`src/rtl/pic_cmd_sequencer.sv`:
```
// pic_cmd_sequencer: decodes CPU command writes into the ICW1-ICW4
// initialization sequence and the OCW1-OCW3 operational commands, and holds
// the resulting configuration for the rest of the interrupt controller.
//
// Write interface: wr_en is a single-cycle strobe with no backpressure. Every
// cycle with wr_en=1 is one independent write of {a0, din}, and it is always
// accepted. All outputs are registered, so a write sampled at edge N appears
// on the outputs just after edge N.
module pic_cmd_sequencer (
  input  logic       clk,
  input  logic       rst,
  input  logic       wr_en,
  input  logic       a0,
  input  logic [7:0] din,
  output logic       init_done,
  output logic       ltim,
  output logic       sngl,
  output logic [4:0] vector_base,
  output logic [7:0] cascade_cfg,
  output logic       aeoi,
  output logic [1:0] buf_ms,
  output logic       sfnm,
  output logic [7:0] imr,
  output logic       eoi_cmd,
  output logic [2:0] eoi_rsl,
  output logic [2:0] eoi_level,
  output logic       read_isr,
  output logic       smm,
  output logic       poll_cmd
);

  typedef enum logic [2:0] {
    IDLE   = 3'd0,
    W_ICW2 = 3'd1,
    W_ICW3 = 3'd2,
    W_ICW4 = 3'd3,
    READY  = 3'd4
  } state_t;

  state_t     state, state_next;
  logic       ic4, ic4_next;
  logic       ltim_next, sngl_next, aeoi_next, sfnm_next;
  logic       read_isr_next, smm_next, eoi_cmd_next, poll_cmd_next;
  logic [4:0] vector_base_next;
  logic [7:0] cascade_cfg_next, imr_next;
  logic [1:0] buf_ms_next;
  logic [2:0] eoi_rsl_next, eoi_level_next;

  // Write classes. ICW1 is recognised in every state; OCW2/OCW3 only
  // matter once the sequence has reached READY.
  logic is_icw1, is_data, is_ocw2, is_ocw3;
  assign is_icw1 = wr_en && !a0 && din[4];
  assign is_data = wr_en && a0;
  assign is_ocw2 = wr_en && !a0 && !din[4] && !din[3];
  assign is_ocw3 = wr_en && !a0 && !din[4] && din[3];

  // init_done is a decode of the registered state, so it rises on the same
  // edge the last required ICW is stored.
  assign init_done = (state == READY);

  // Next-state and next-register computation; every field holds by default
  // and the command pulses default low.
  always_comb begin
    state_next       = state;
    ic4_next         = ic4;
    ltim_next        = ltim;
    sngl_next        = sngl;
    vector_base_next = vector_base;
    cascade_cfg_next = cascade_cfg;
    aeoi_next        = aeoi;
    buf_ms_next      = buf_ms;
    sfnm_next        = sfnm;
    imr_next         = imr;
    eoi_cmd_next     = 1'b0;
    eoi_rsl_next     = eoi_rsl;
    eoi_level_next   = eoi_level;
    read_isr_next    = read_isr;
    smm_next         = smm;
    poll_cmd_next    = 1'b0;

    if (is_icw1) begin
      // Restart: anything a partial sequence already wrote to the cleared
      // fields is discarded here.
      ltim_next     = din[3];
      sngl_next     = din[1];
      ic4_next      = din[0];
      imr_next      = 8'h00;
      aeoi_next     = 1'b0;
      buf_ms_next   = 2'b00;
      sfnm_next     = 1'b0;
      smm_next      = 1'b0;
      read_isr_next = 1'b0;
      state_next    = W_ICW2;
    end else begin
      unique case (state)
        IDLE: begin
          // Not initialised: only ICW1 has any effect.
        end
        W_ICW2: begin
          if (is_data) begin
            vector_base_next = din[7:3];
            if (!sngl)    state_next = W_ICW3;
            else if (ic4) state_next = W_ICW4;
            else          state_next = READY;
          end
        end
        W_ICW3: begin
          if (is_data) begin
            cascade_cfg_next = din;
            state_next       = ic4 ? W_ICW4 : READY;
          end
        end
        W_ICW4: begin
          if (is_data) begin
            aeoi_next   = din[1];
            buf_ms_next = din[3:2];
            sfnm_next   = din[4];
            state_next  = READY;
          end
        end
        READY: begin
          if (is_data) begin
            imr_next = din;
          end else if (is_ocw2) begin
            eoi_cmd_next   = 1'b1;
            eoi_rsl_next   = din[7:5];
            eoi_level_next = din[2:0];
          end else if (is_ocw3) begin
            if (din[1]) read_isr_next = din[0];
            if (din[6]) smm_next      = din[5];
            poll_cmd_next = din[2];
          end
        end
        default: state_next = IDLE;
      endcase
    end
  end

  // State and configuration registers; reset wins over any write.
  always_ff @(posedge clk) begin
    if (rst) begin
      state       <= IDLE;
      ic4         <= 1'b0;
      ltim        <= 1'b0;
      sngl        <= 1'b0;
      vector_base <= 5'd0;
      cascade_cfg <= 8'h00;
      aeoi        <= 1'b0;
      buf_ms      <= 2'b00;
      sfnm        <= 1'b0;
      imr         <= 8'h00;
      eoi_cmd     <= 1'b0;
      eoi_rsl     <= 3'd0;
      eoi_level   <= 3'd0;
      read_isr    <= 1'b0;
      smm         <= 1'b0;
      poll_cmd    <= 1'b0;
    end else begin
      state       <= state_next;
      ic4         <= ic4_next;
      ltim        <= ltim_next;
      sngl        <= sngl_next;
      vector_base <= vector_base_next;
      cascade_cfg <= cascade_cfg_next;
      aeoi        <= aeoi_next;
      buf_ms      <= buf_ms_next;
      sfnm        <= sfnm_next;
      imr         <= imr_next;
      eoi_cmd     <= eoi_cmd_next;
      eoi_rsl     <= eoi_rsl_next;
      eoi_level   <= eoi_level_next;
      read_isr    <= read_isr_next;
      smm         <= smm_next;
      poll_cmd    <= poll_cmd_next;
    end
  end

endmodule
```
`config.mk`:
```
export PLATFORM = sky130hd
export DESIGN_NAME = pic_cmd_sequencer
export DESIGN_NICKNAME = d
export VERILOG_FILES = /design/src/rtl/pic_cmd_sequencer.sv
export SDC_FILE = /design/constraint.sdc
export NUM_CORES = 1
export LEC_CHECK = 0
export BUFFER_PORTS_ARGS = -buffer_cell sky130_fd_sc_hd__buf_2
export CAP_MARGIN = 20
export CORE_AREA = 4 4 78 80
export CTS_BUF_LIST = sky130_fd_sc_hd__clkbuf_16
export DETAILED_ROUTE_END_ITERATION = 8
export DIE_AREA = 0 0 82 84
export PLACE_DENSITY = 0.55
export SLEW_MARGIN = 20
export SYNTH_ARGS = -nofsm -noshare
export SYNTH_HDL_FRONTEND = slang
export SYNTH_SLANG_ARGS = --single-unit
```
`constraint.sdc`:
```
create_clock -name clk -period 1.6 [get_ports clk]
set_clock_uncertainty 0.05 [all_clocks]
set_input_delay 0.24 -clock clk [delete_from_list [all_inputs] [get_ports clk]]
set_output_delay 0.24 -clock clk [all_outputs]
set_load 0.02 [all_outputs]
```
==> Word level (Yosys, flattened, before mapping) <==
Cells that the tools add are included.
{ "word_totals": {"register_bits": 41, "output_inout_bits": 38} }
{ "classes": {"eq_ne": 11, "mux": 8, "bitwise_logic": 6, "reduce_logical": 23} }
{ "op_table": {"columns": ["operator", "n"], "rows": [
  ["$mux 3", 5],
  ["$pmux 3 s4", 1],
  ["$reduce_and 4->1", 3],
  ["$reduce_and 5->1", 2],
  ["$ne 3x3->1 const B", 3],
  ["$eq 3x2->1 const B", 2],
  ["$logic_and 1x1->1", 6],
  ["$ne 2x2->1 const B", 3],
  ["$not 1->1", 6],
  ["$reduce_and 3->1", 2],
  ["$reduce_or 6->1", 1],
  ["$reduce_and 2->1", 2],
  ["$reduce_or 2->1", 2],
  ["$reduce_or 4->1", 1],
  ["$eq 3x1->1 const B", 1],
  ["$eq 3x3->1 const B", 1],
  ["$logic_not 1->1", 3],
  ["$logic_not 3->1", 1],
  ["$mux 1", 2],
  ["$ne 2x1->1 const B", 1]
]} }

==> Longest topological paths before layout <==
{ "logic_depth": {"ltp_word": 6, "depth_mapped": 6} }

==> Worst setup path after synthesis <==
No wires, ideal clock.
{ "synth_path": {"kind": "reg2reg", "from": "register state[0]", "to": "register eoi_level[0]", "arrival_ns": 1.397, "setup_slack_ns": 0.025, "path_stages_with_launch": 6, "path_buffers": 1, "period_less_slack_ns": 1.575, "cell_sequence": "dfxtp_1 > buf_6 > or3b_4 > nor3_4 > mux2i_1 > nor2_1"} }
{ "synth_between": {"elab_chain_cells": 2} }
{ "synth_lines": {"columns": ["item", "line_no", "text"], "rows": [
  ["from (decl)", "40", "state_t state, state_next;"],
  ["from (signal assigned)", "159", "state <= state_next;"],
  ["$eq 3x3->1", "95", "unique case (state)"],
  ["$reduce_and 4->1 (no line)", null, null],
  ["to (signal assigned)", "171", "eoi_level <= eoi_level_next;"],
  ["to (decl)", "26", "output logic [2:0] eoi_level,"]
]} }
Every way passes these cells.
A chain may end at the register's enable or synchronous reset.

==> Worst setup path after layout <==
{ "layout_path": {"from": "register state[1]", "to": "output init_done"} }
{ "layout_between": {"elab_chain_cells": 1} }
{ "layout_lines": {"columns": ["item", "line_no", "text"], "rows": [
  ["$eq 3x3->1", "59", "assign init_done = (state == READY);"],
  ["to (decl)", "15", "output logic init_done,"]
]} }
Every way passes these cells.

==> impl_summary.md <==
Run status
The run finished with clean final reports.

Timing
The final-report hold violation count was 0. The actual slew at the worst max-slew pin is 0.3760 ns. Setup repair after global routing left no endpoint under its margin. The highest clock rate is 0.6499 GHz. The total negative setup slack is 0 ns. After layout, the worst path uses 96.18% of the clock period. Setup violations remaining at the end of the flow were counted as 0. Subtracting the final worst setup slack from the clock period gives 1.539 ns. Headroom to the max-slew limit came out at 74.88%. The final count of pins violating max slew was 0.

Cells and area
The number of diodes is 0. The number of fill cells in the layout is 554. The final cell count without fillers is 292. The final design area excluding fillers is 2165 um^2.

Of the cells placed in the final design, the portion with a size suffix greater than 1 is 33.18%. The area of combinational cells with multiple inputs is 737.0 um^2. The area overhead of the layout relative to synthesis is 35.47%. At the end of the flow, the number of nets in the layout was 231. In the final layout, flip-flops and latches occupy 820.8 um^2. The final design utilization is 40.05%.

CTS
The clock slew at the register clock pins of the worst setup and hold paths is 0.05 ns. Clock latency on the worst-skew pair, taken at its later pin, is 0.27 ns. TritonCTS built the clock tree. The number of CTS-inserted buffers is 5. The number of buffers on the longest clock path is 2. The clock sink count is 41. The quantity of hold-fixing buffers added after cts is 0. The tree is rooted in a sky130_fd_sc_hd__clkbuf_16. The H-tree was split into 2 levels.

Place
Once placement completed, the tool counted placed cells totaling 284. The post-detailed-placement cell area is 2023 um^2. The routability congestion estimate from global placement is 0.8497.

During placement, the flow inserted port buffers numbering 49. The detailed-placement wirelength estimate is 2920 um.

Synth
The netlist area before placement is 1598 um^2. The synthesized instance count is 158. The synthesized design contains 0 enable-type register cells. After synthesis, the cell types taking the most area are sky130_fd_sc_hd__dfxtp_1 (51%), sky130_fd_sc_hd__mux2i_1 (23%), sky130_fd_sc_hd__nor2_1 (9.2%). After synthesis the netlist holds a flip-flop and latch count of 41.

The most used flip-flop cell after synthesis is sky130_fd_sc_hd__dfxtp_1. The commonest cells after synthesis are sky130_fd_sc_hd__dfxtp_1 (41), sky130_fd_sc_hd__nor2_1 (39), sky130_fd_sc_hd__mux2i_1 (37). The most instantiated library cell after synthesis is sky130_fd_sc_hd__dfxtp_1. After synthesis, the share of flip-flops with an asynchronous set or reset is 0%. Each instance of the synthesized netlist takes up on average 10.11 um^2. The cell type with the highest aggregate area in the netlist is sky130_fd_sc_hd__dfxtp_1. The count of different cell masters after synthesis is 24. Synthesis produced a netlist with a net count of 170. The sequential share of the synthesized area is 51.37%. The share of synthesized area in the top cell type comes to 51.37%.

The yosys synthesis warning count is 0.

Drt
The count of nets left with antenna violations after detail routing is 0. In the routed design, unresolved DRC markers number 0. Dividing the detail-routed wire length by the instance count gives 13.34 um. The DRC marker count from the first detailed-route iteration is 43. The detailed-router iteration count before antenna repair is 4. For this block, the via count after detailed routing is 1,298. Using the TritonRoute via totals, the vias-per-cell ratio works out to 4.445. The routed design has 3896 um of wire.

GRT
The number of global-route vias before repair is 1,286. The initial antenna violation count is 0. The maximum number of pins on one net before global-route repair is 24. In the global route stage, overall resource usage came out at 12.30%. The total global routing overflow is 0. The first global-routing pass estimated 6479 um of wire.

Worst setup path
The reg-to-reg setup timing slack is 0.11 ns. The delay of the slowest critical-path stage is 0.44 ns. The setup path with the least slack is of type flip-flop to output pin. The nature of the critical path startpoint is a flip-flop. The slowest cell on the critical path is sky130_fd_sc_hd__or3b_4. The worst register-to-register path begins at state[1].

Along the worst path, the maximum fanout reaches 4. STA puts the critical path data required time at 1.31 ns. The worst register-to-register path ends at eoi_level[2]. The kind of end point of the critical path is an output pin. Walking the worst path, the cells encountered are or3b_4 > inv_4 > buf_4. Data on the critical path arrives at its endpoint at 1.25 ns.

The worst reg-to-reg path cell count is 5.

Die
In this run the count of I/O pins placed on the die edge is 50. Measured along the y axis, the die boundary spans 84 um. After floorplanning, the core was sized to cover 5405 um^2. Once the floorplan was initialized, standard cells occupied 29.56% of the core.

The horizontal die dimension is 82 um. The floorplan step defined a die boundary enclosing 6888 um^2. The row count is 27.

Power and ir drop
The completed layout was analyzed and its total power is 2.075 mW. The worst supply voltage drop on vdd is 0.0005539 V. Summed over all cells, the static leakage comes to 0.9814 nW. The power per cell area is 958.8 nW/um^2.

Min path
The cell depth of the worst min-delay path is 2. In this run the most critical hold path is launched from rst. The worst hold path belongs to the class input port to flip-flop. The worst hold path terminates at poll_cmd.

Job
The number of max-cap violations is 0.
-- cell type report --
type                       count  area share, %
clock buffer                   5          5.780
clock inverter                 3         0.5202
inverter                       2         0.4624
multi-input combinational    107          34.05
sequential                    41          37.92
tap                           72          4.162
timing repair buffer          62          17.11
-- timing repair --
| action | CTS | global route |
|---|---|---|
| buffers inserted | 0 | 0 |
| pin swaps | 0 | 0 |
| gates resized for setup | 1 | 2 |
| endpoints found under the setup margin | 1 | 1 |
-- sequential cells by signal, summed over array words and instances (netlist names), 2 cells and up --
signal,count
cascade_cfg,8
buf_ms,2
eoi_rsl,3
vector_base,5
eoi_level,3
state,3
imr,8
-- layer usage --
layer | GRT usage (%) | vias to the layer above | wire (um)
li1 | - | 657 | -
met1 | 17.03 | 602 | 1895
met2 | 18.30 | 33 | 1727
met3 | 3.240 | 6 | 222
met4 | 4.079 | 0 | 51
met5 | 0 | - | 0
-- worst max-delay path, delay by kind of cell, from the launching register on --
kind	cells	cell delay, ns
flip-flops	1	0.31
buffers and inverters	2	0.23
AND/OR/NAND/NOR	1	0.44
-- metrics by stage --
stage          hold slack, ns  setup slack (ns)
6_report               0.1289           0.06119
5_1_grt                0.1294           0.01009
4_1_cts                0.1180           0.01251
3_5_place_dp           0.4124           0.05207
3_3_place_gp           0.4090           0.07354
2_1_floorplan          0.3094           0.02504
-- worst max path at each step --
stage	from	end	cells past startpoint
final	state[1]	init_done	3
after global routing	state[2]	eoi_rsl[1]	5
after CTS	state[1]	init_done	3
after detailed placement	wr_en	eoi_level[2]	6
after global placement	din[4]	eoi_rsl[2]	6
after floorplan	state[0]	eoi_level[0]	5
-- power breakdown --
group	leakage, nW	switching (mW)	internal, mW
Sequential	0.331	0.00512	1.03
Clock	0.0776	0.359	0.560
Combinational	0.573	0.0784	0.0437
Total	0.981	0.443	1.63
-- cell usage in the layout (no fill, tap or decap), types with 2 or more instances in the layout --
cell type,synthesis,routed
sky130_fd_sc_hd__nor4_1,2,2
sky130_fd_sc_hd__mux2i_1,37,37
sky130_fd_sc_hd__nor2_1,39,39
sky130_fd_sc_hd__nand2_1,4,4
sky130_fd_sc_hd__dfxtp_1,41,41
sky130_fd_sc_hd__nor3_4,2,2
sky130_fd_sc_hd__a21oi_1,4,4
sky130_fd_sc_hd__buf_2,1,48
sky130_fd_sc_hd__buf_12,0,2
sky130_fd_sc_hd__buf_4,0,12
sky130_fd_sc_hd__nand4_1,4,4
sky130_fd_sc_hd__nand2b_1,5,5
sky130_fd_sc_hd__clkbuf_16,0,5
sky130_fd_sc_hd__inv_1,2,4
-- cell families (layout without fill, tap and decap cells) --
logic type / Yosys count / in the layout / share of synthesized area [%]
simple gates: 64 / 64 / 20.44
flops: 41 / 41 / 51.37
mux: 37 / 37 / 23.18
buf+inv: 10 / 72 / 2.897
compound gates: 6 / 6 / 2.114
(Power assumes the default switching activity.)
